==> src/rtl/conway_pkg.sv <==
// rtl/conway_pkg.sv - board geometry and scan state encoding shared with the generation engine
package conway_pkg;

    localparam int ADDR_W = 12;
    localparam int ROW_W  = 6;
    localparam int BYTE_W = 8;
    localparam int CELLS  = 1 << ADDR_W;
    localparam int K_W    = 4;

    typedef enum logic [1:0] {
        SCAN_IDLE,
        SCAN_FETCH,
        SCAN_EMIT,
        SCAN_DONE
    } scan_state_t;

endpackage

==> src/rtl/conway_scan_if.sv <==
// rtl/conway_scan_if.sv - packed-cell byte stream with row/frame markers
interface conway_scan_if;
    import conway_pkg::*;

    logic [BYTE_W-1:0] tdata;
    logic              tvalid;
    logic              tready;
    logic              tlast;
    logic              trow;

    modport master (output tdata, output tvalid, output tlast, output trow, input tready);
    modport slave  (input tdata, input tvalid, input tlast, input trow, output tready);

endinterface

==> src/rtl/conway_pack8.sv <==
// rtl/conway_pack8.sv - per-byte fetch counter and LSB-first cell shift register
module conway_pack8
    import conway_pkg::*;
(
    input  logic              clk,
    input  logic              rst,
    input  logic              clear,
    input  logic              run,
    input  logic              din,
    output logic [K_W-1:0]    k,
    output logic [BYTE_W-1:0] data,
    output logic              full,
    output logic              shift_en
);

    // k=0 only issues the first address; RAM data trails by one cycle, so
    // samples land on k=1..BYTE_W.
    assign full     = (k == K_W'(BYTE_W));
    assign shift_en = run && (k != '0);

    // fetch sub-counter, parks at BYTE_W until the byte is handed off
    always_ff @(posedge clk or posedge rst) begin
        if (rst) begin
            k <= '0;
        end else if (clear) begin
            k <= '0;
        end else if (run && !full) begin
            k <= k + K_W'(1);
        end
    end

    // shift in from the top so the first sampled cell ends up in bit 0
    always_ff @(posedge clk or posedge rst) begin
        if (rst) begin
            data <= '0;
        end else if (shift_en) begin
            data <= {din, data[BYTE_W-1:1]};
        end
    end

endmodule

==> src/rtl/conway_scan.sv <==
// rtl/conway_scan.sv - board RAM readout engine; CONWAY_SCAN_POPCOUNT_EN adds live_count
module conway_scan
    import conway_pkg::*;
(
    input  logic              clk,
    input  logic              rst,
    input  logic              start,
    output logic              busy,
    output logic              done,
    output logic [ADDR_W-1:0] addr_rd,
    output logic              we_rd,
    input  logic              din,
`ifdef CONWAY_SCAN_POPCOUNT_EN
    output logic [ADDR_W:0]   live_count,
`endif
    conway_scan_if.master     strm
);

    scan_state_t       state_q;
    scan_state_t       state_d;
    logic [ADDR_W-1:0] ptr_q;
    logic [K_W-1:0]    k;
    logic [K_W-1:0]    k_eff;
    logic [BYTE_W-1:0] pack_data;
    logic              full;
    logic              shift_en;
    logic              accept;
    logic              hs;
    logic              last_byte;
    logic              row_end;
    logic              emit;

    assign accept    = (state_q == SCAN_IDLE) && start;
    assign emit      = (state_q == SCAN_EMIT);
    assign hs        = emit && strm.tready;
    assign last_byte = (ptr_q == ADDR_W'(CELLS - BYTE_W));
    assign row_end   = (ptr_q[ROW_W-1:0] == ROW_W'((1 << ROW_W) - BYTE_W));

    // once the last address of the byte is issued it is held through EMIT,
    // so a stalled stream causes no new RAM reads
    assign k_eff   = full ? K_W'(BYTE_W - 1) : k;
    assign addr_rd = ptr_q + {{(ADDR_W-K_W){1'b0}}, k_eff};
    assign we_rd   = 1'b0;

    conway_pack8 u_pack (
        .clk      (clk),
        .rst      (rst),
        .clear    (accept || hs),
        .run      (state_q == SCAN_FETCH),
        .din      (din),
        .k        (k),
        .data     (pack_data),
        .full     (full),
        .shift_en (shift_en)
    );

    // state register
    always_ff @(posedge clk or posedge rst) begin
        if (rst) begin
            state_q <= SCAN_IDLE;
        end else begin
            state_q <= state_d;
        end
    end

    // next state and status/stream outputs
    always_comb begin
        state_d     = state_q;
        busy        = 1'b0;
        done        = 1'b0;
        strm.tvalid = 1'b0;
        strm.tlast  = 1'b0;
        strm.trow   = 1'b0;
        strm.tdata  = pack_data;
        case (state_q)
            SCAN_IDLE: begin
                if (start) state_d = SCAN_FETCH;
            end
            SCAN_FETCH: begin
                busy = 1'b1;
                if (full) state_d = SCAN_EMIT;
            end
            SCAN_EMIT: begin
                busy        = 1'b1;
                strm.tvalid = 1'b1;
                strm.tlast  = last_byte;
                strm.trow   = row_end;
                if (strm.tready) state_d = last_byte ? SCAN_DONE : SCAN_FETCH;
            end
            SCAN_DONE: begin
                done    = 1'b1;
                state_d = SCAN_IDLE;
            end
            default: state_d = SCAN_IDLE;
        endcase
    end

    // byte base pointer; rewinds to 0 on the final handshake
    always_ff @(posedge clk or posedge rst) begin
        if (rst) begin
            ptr_q <= '0;
        end else if (accept) begin
            ptr_q <= '0;
        end else if (hs) begin
            ptr_q <= last_byte ? '0 : ptr_q + ADDR_W'(BYTE_W);
        end
    end

`ifdef CONWAY_SCAN_POPCOUNT_EN
    // live-cell tally over the frame, held after done until the next start
    always_ff @(posedge clk or posedge rst) begin
        if (rst) begin
            live_count <= '0;
        end else if (accept) begin
            live_count <= '0;
        end else if (shift_en && din) begin
            live_count <= live_count + (ADDR_W+1)'(1);
        end
    end
`endif

endmodule
==> src/flat_wrapper.sv <==
// flat-port wrapper written by rule: the top's interface ports become plain ports
module conway_scan_flat import conway_pkg::*;
  (clk, rst, start, busy, done, addr_rd, we_rd, din, strm_tdata, strm_tvalid, strm_tlast, strm_trow, strm_tready);
  conway_scan_if strm_i ();
  input  logic clk;
  input  logic rst;
  input  logic start;
  output logic busy;
  output logic done;
  output logic [ADDR_W-1:0] addr_rd;
  output logic we_rd;
  input  logic din;
  output wire logic [$bits(strm_i.tdata)-1:0] strm_tdata;
  output wire logic [$bits(strm_i.tvalid)-1:0] strm_tvalid;
  output wire logic [$bits(strm_i.tlast)-1:0] strm_tlast;
  output wire logic [$bits(strm_i.trow)-1:0] strm_trow;
  input wire logic [$bits(strm_i.tready)-1:0] strm_tready;
  assign strm_tdata = strm_i.tdata;
  assign strm_tvalid = strm_i.tvalid;
  assign strm_tlast = strm_i.tlast;
  assign strm_trow = strm_i.trow;
  assign strm_i.tready = strm_tready;
  conway_scan u_core (.clk(clk), .rst(rst), .start(start), .busy(busy), .done(done), .addr_rd(addr_rd), .we_rd(we_rd), .din(din), .strm(strm_i));
endmodule
==> config.mk <==
export PLATFORM = sky130hd
export DESIGN_NAME = conway_scan_flat
export DESIGN_NICKNAME = d
export VERILOG_FILES = /design/src/rtl/conway_pkg.sv /design/src/rtl/conway_scan_if.sv /design/src/rtl/conway_pack8.sv /design/src/rtl/conway_scan.sv /design/src/flat_wrapper.sv
export SDC_FILE = /design/constraint.sdc
export NUM_CORES = 1
export LEC_CHECK = 0
export BUFFER_PORTS_ARGS = -buffer_cell sky130_fd_sc_hd__buf_2
export CELL_PAD_IN_SITES_DETAIL_PLACEMENT = 0
export CELL_PAD_IN_SITES_GLOBAL_PLACEMENT = 1
export CORE_MARGIN = 1
export CORE_UTILIZATION = 44
export DETAILED_ROUTE_END_ITERATION = 8
export PLACE_DENSITY_LB_ADDON = 0.1
export SLEW_MARGIN = 20
export SYNTH_ARGS = -nofsm -noshare
export SYNTH_HDL_FRONTEND = slang
export SYNTH_SLANG_ARGS = --single-unit
==> constraint.sdc <==
create_clock -name clk -period 3.32 [get_ports clk]
set_input_delay 0.498 -clock clk [delete_from_list [all_inputs] [get_ports clk]]
set_output_delay 0.498 -clock clk [all_outputs]
set_load 0.02 [all_outputs]
==> results of run 1 <==
==> logic make-up (layout without fill, tap and decap cells) <==
kind of cell / after synthesis / after routing / synth area share [%]
simple gates: 45 / 45 / 17.6
flops: 23 / 23 / 42.0
xor+xnor: 20 / 20 / 12.8
compound gates: 15 / 15 / 7.50
buf+inv: 13 / 41 / 4.02
fa+ha+maj: 10 / 10 / 9.14
mux: 8 / 8 / 6.58
other cells: 1 / 2 / 0.274
==> cell usage after synthesis, drive strengths merged <==
library cell  count
nand2            10
a22o              1
a31oi             2
nand2b            2
nand3b            1
o21ai             3
a2bb2oi           1
inv               8
buf               3
clkbuf            2
dfrtp            23
and2              3
a222oi            1
conb              1
mux2              8
a32o              1
a21oi             5
nand4             7
xor2             13
xnor2             7
nand3             6
nor2             11
and4              2
ha               10
a21o              1
and3              3
==> critical path: stages, from the launching register on <==
cell	delay, ns
dfrtp_1	0.43
inv_1	0.13
ha_1	0.24
nand2b_1	0.10
and2_2	0.20
ha_1	0.23
a31oi_1	0.34
nand2b_1	0.17
xnor2_1	0.11
buf_2	0.18
==> flip-flops by register name, summed over array words and instances, names as in the netlist <==
name / count
u_core.state_q: 2
u_core.u_pack.data: 8
u_core.ptr_q: 9
u_core.u_pack.k: 4
==> area by class of cell <==
| type | instances | share of cell area [%] |
|---|---|---|
| Multi-Input combinational cell | 100 | 47.6 |
| Sequential cell | 23 | 36.9 |
| Timing Repair Buffer | 29 | 9.31 |
| Tap cell | 31 | 2.49 |
| Inverter | 8 | 1.93 |
| Clock buffer | 3 | 1.44 |
| Clock inverter | 1 | 0.321 |
==> metrics by stage <==
step	std cells	setup slack (ns)	total power (uW)	hold WS, ns
after floorplan	136	0.909	911	0.500
after global placement	191	0.856	1050	0.481
after detailed placement	191	0.737	1070	0.504
after CTS	195	0.368	1210	0.364
after global routing	195	0.198	1290	0.401
final	195	0.383	1190	0.346
==> cells in the final DEF (no fill, tap or decap), types with 2 or more instances in the layout <==
cell type,instances
and4_1,2
o21ai_0,2
xnor2_1,7
conb_1,2
dfrtp_1,23
and2_1,2
mux2_2,8
xor2_1,13
buf_2,29
ha_1,10
nand4_1,7
nor2_1,11
nand2_1,10
nand2b_1,2
and3_1,3
a31oi_1,2
nand3_1,6
clkbuf_4,3
a21oi_1,5
inv_1,8
==> per-layer routing <==
layer	global-route usage, %	vias up	part of all wire, %
li1	-	520	-
met1	24.4	471	52
met2	24.6	29	42
met3	3.35	2	5.5
met4	7.14	0	0.75
met5	0	-	0
==> worst paths after layout <==
kind	start	to	slack (ns)	cells past startpoint
max	u_core.u_pack.k[0]	addr_rd[8]	0.38	9
min	rst	u_core.u_pack.data[0]	0.35	2
max reg2reg	u_core.state_q[0]	u_core.ptr_q[10]	1.47	6
min reg2reg	u_core.u_pack.data[0]	u_core.u_pack.data[0]	0.53	1
max in group asynchronous	rst	u_core.ptr_q[10]	2.44	2
min in group clk	din	u_core.u_pack.data[7]	0.41	2
==> report_power, final <==
part	switching [uW]	total, uW	leakage [uW]	internal, uW
Sequential	81.9	450	0.000302	368
Clock	85.9	131	0.0000177	45.0
Combinational	374	611	0.000530	237
Total	542	1190	0.000850	650
==> impl_results.md, run 1 <==
- Final Util: 54.6%
- Post-synthesis sequential area ratio: 42.0%
- Routed Antenna Nets: 0
- Routed len/inst: 13.0 um
- WS Path Type: reg -> out
- Violated checks: design-rule violations
- Area Growth Syn to Fin: 13.9%
- Number of CTS-inserted buffers: 3
- Rows: 19
- Routed vias: 1,022
- Setup TNS: 0 ns
- CP required: 2.82 ns
- Footprint of the multi-input gates: 742 sq um
- Max FO, Critical Path: 5
- Hold Path Class: in -> async
- Vias per std cell: 5.24
- Synth cell types: 29
- Postcts setup bufs: 0
- Yosys top cell by area: dfrtp_1
- CTS tree: built
- Die width: 57.8 um
- Routed wire length: 2540 um
- First-pass GRT wire length: 4300 um
- First-pass DRT Iterations: 6
- H-tree Lvls: 1
- Status: complete, but fails checks
- Max cap viols: 0
- Hold buffer count at CTS: 0
- Post-route cell area: 0.00156 sq mm
- CTS Sinks: 23
- P_leak: 0.000850 uW
- Crit share post-route: 88.5%
- Finish-stage setup viols: 0
- Max Slew Vio Count: 0
- GR Overflow Total: 0
- Cells after synthesis: 135
- Drt drc: 3
- Initial Util: 48.0%
- Max VDD drop: 0.395 mV
- Worst-Skew Late Latency: 0.31 ns
- Vias in the first global route: 922
- Mean post-synth cell area: 10.1 sq um
- RD Place Congestion: 0.854
- Max Freq: 0.340 GHz
- Share of layout cells above drive strength 1: 27.4%
- Worst slew pin tran: 0.874 ns
- Placed inst area: 0.00153 sq mm
- Register area: 576 sq um
- Full die area: 0.00334 sq mm
- Slew headroom: 41.6%
- Ports: 31
- Top-area cell type share of the netlist area: 42.0%
- RSZ-0062 raised after global routing: false
- Overall global routing resource usage: 16.8%
- Flops & latches, synth: 23
- Cell Area, Synth: 0.00137 sq mm
- Critical path arrival: 2.44 ns
- Clock transition at path regs: 0.13 ns
- Largest net degree at the start of global routing: 24
- Hold Vio Cnt, Final: 0
- Final nets: 180
- IO buf count: 29
- Max Root-Sink Buffers: 2
- Startpoint Class: register
- Crit end category: output pin
- CTS Root Cell: clkbuf_4
- Initial drt markers: 43
- DIE HEIGHT: 57.8 um
- # fillers: 274
- Pwr Density: 764 mW/mm^2
- Initial antenna violation count: 0
- Synth area leaders: dfrtp_1 (42%), ha_1 (9.1%), xor2_1 (8.3%)
- Post-Route Skew: 0.000915 ns
- Crit path time final: 2.94 ns
- Ant diodes: 0
- Core footprint: 0.00285 sq mm
- Post_cts resized: 0
- Yosys warning count: 0
- DP HPWL: 1910 um
Power figures use the tool's default switching activity.
==> run 2, diff against run 1 <==
--- a/config.mk
+++ b/config.mk
@@ -9,7 +9,8 @@
 export CELL_PAD_IN_SITES_DETAIL_PLACEMENT = 0
 export CELL_PAD_IN_SITES_GLOBAL_PLACEMENT = 1
 export CORE_MARGIN = 1
-export CORE_UTILIZATION = 44
+export CORE_UTILIZATION = 46
+export CTS_BUF_LIST = sky130_fd_sc_hd__clkbuf_8
 export DETAILED_ROUTE_END_ITERATION = 8
 export PLACE_DENSITY_LB_ADDON = 0.1
 export SLEW_MARGIN = 20
==> run 2 against run 1 <==
  * The flow now finishes without violations
  * Non-clock buffer count unchanged
  * Design area is 1.2% higher
  * Clock skew grew 0.0018 ns
  * Sequential power hardly changed
  * Fmax up 2.0%
  * Routed wire length is 2.4% higher
  * Critical endpoint is now addr_rd[10]
==> impl_results.md, run 2 (synthesis gave the netlist of run 1 again) <==
- Postcts setup bufs: 0
- Cell repeated most along the worst path: ha_1
- Hold buffer count at CTS: 0
- GR Overflow Total: 0
- Largest register by flop count: u_core.ptr_q
- Net Sw Power: 539 uW
- R2R Path Start: u_core.state_q[0]
- DIE HEIGHT: 56.6 um
- Status: finished, final reports clean
- Clk pwr share: 14.2%
- Critical path arrival: 2.38 ns
- Largest registers: u_core.ptr_q (9), u_core.u_pack.data (8), u_core.u_pack.k (4)
- First-pass GRT wire length: 4430 um
- Max Root-Sink Buffers: 2
- Slew headroom: 42.2%
- Area Growth Syn to Fin: 15.3%
- Crit end category: output pin
- Crit share post-route: 86.7%
- Post-Route Skew: 0.00270 ns
- IO buf count: 29
- Ports: 31
- Register-to-Register Path Depth: 6
- Max FO, Critical Path: 5
- Hold Path Class: in -> async
- Overall global routing resource usage: 17.8%
- Share of layout cells above drive strength 1: 27.4%
- Full die area: 0.00320 sq mm
- CTS tree: built
- Clock transition at path regs: 0.08 ns
- Commonest non-fill, non-tap cell in the layout: buf_2
- Startpoint Class: register
- DP HPWL: 1990 um
- Largest net degree at the start of global routing: 24
- Core footprint: 0.00278 sq mm
- Internal: 688 uW
- P_leak: 0.000857 uW
- Number of CTS-inserted buffers: 3
- Routed len/inst: 13.4 um
- Pwr Density: 778 mW/mm^2
- Routed Antenna Nets: 0
- Max reg flops: 9
- Die width: 56.6 um
- Crit path time final: 2.88 ns
- R2r setup slk: 1.48 ns
- CTS Root Cell: clkbuf_8
- Max cap viols: 0
- Vias per std cell: 5.30
- Hold Vio Cnt, Final: 0
- First-pass DRT Iterations: 4
- Worst-Skew Late Latency: 0.27 ns
- Register area: 576 sq um
- Finish-stage setup viols: 0
- Footprint of the multi-input gates: 742 sq um
- Comb power frac: 49.1%
- RR Endpoint: u_core.ptr_q[10]
- Worst hold margin: 0.399 ns
- Drt drc: 0
- CP required: 2.82 ns
- CP peak stage delay: 0.40 ns
- Most frequent cells in the layout: buf_2 (29), dfrtp_1 (23), xor2_1 (13), nor2_1 (11)
- CP max stage cell: dfrtp_1
- Final nets: 180
- WS Path Type: reg -> out
- Max VDD drop: 0.526 mV
- RSZ-0062 raised after global routing: false
- CTS Sinks: 23
- Initial drt markers: 35
- RD Place Congestion: 0.828
- Worst slew pin tran: 0.866 ns
- Max Freq: 0.347 GHz
- Ant diodes: 0
- Initial Util: 49.2%
- Vias in the first global route: 956
- H-tree Lvls: 1
- Sequential Power Share: 36.7%
- Setup TNS: 0 ns
- Routed wire length: 2600 um
- Sw Share: 43.9%
- Max Slew Vio Count: 0
- Rows: 19
- Initial antenna violation count: 0
- Post_cts resized: 0
- # fillers: 271
- Routed vias: 1,034
- Critical Path, Cell by Cell: inv_1 -> ha_1 -> nand2b_1 -> and2_2 -> ha_1 -> a31oi_1 -> nor2_1 -> xor2_1 -> buf_2
-- run 2: changes by cell type in the layout (fill, tap and decap cells not counted) --
cell      delta
clkbuf_4     -3
clkbuf_8     +3
-- run 2: power groups by stage --
stage | Clock, uW | Combinational (uW) | Sequential, uW
after global routing | 192 | 669 | 465
after CTS | 182 | 611 | 451
after global placement | 0 | 602 | 450
after detailed placement | 0 | 608 | 457
final | 174 | 603 | 450
after floorplan | 0 | 417 | 494
-- run 2: stage by stage --
step	std cells	utilization (%)	total power (uW)	instance area, sq um	worst slack [ns]
detailed placement	191	55.1	1060	1530	0.707
CTS	195	56.7	1240	1580	0.398
global route	195	56.7	1330	1580	0.209
finish	195	56.7	1230	1580	0.442
global placement	191	55.1	1050	1530	0.856
floorplan	136	-	911	1370	0.909
-- run 2: layout make-up --
class	count	share of cell area, %
clock inverter	1	0.317
multi-input combinational	100	47.0
inverter	8	1.90
tap	31	2.46
sequential	23	36.5
clock buffer	3	2.62
timing repair buffer	29	9.20
-- run 2: metal layers --
layer,wire length (um),global-route usage (%),share of wire [%]
met5,0,0,0
met4,19,4.18,0.73
met3,112,4.61,4.3
met2,1250,29.9,48
met1,1230,23.0,47
-- run 2: worst max-delay path: cells and delay by family (launching register included) --
family	cells	cell delay [ns]
AND/OR/NAND/NOR	3	0.42
AO/OA/AOI/OAI	1	0.35
flip-flops	1	0.40
adder cells (fa/ha/maj)	2	0.48
buffers and inverters	2	0.30
XOR/XNOR	1	0.15
-- run 2: worst max path at each step --
| stage | startpoint | endpoint | slack, ns |
|---|---|---|---|
| 6_report | u_core.u_pack.k[0] | addr_rd[10] | 0.44 |
| 5_1_grt | u_core.u_pack.k[0] | addr_rd[10] | 0.21 |
| 3_3_place_gp | u_core.u_pack.k[0] | addr_rd[8] | 0.86 |
| 3_5_place_dp | u_core.u_pack.k[0] | addr_rd[10] | 0.71 |
| 4_1_cts | u_core.u_pack.k[0] | addr_rd[10] | 0.40 |
| 2_1_floorplan | u_core.u_pack.k[0] | addr_rd[10] | 0.91 |
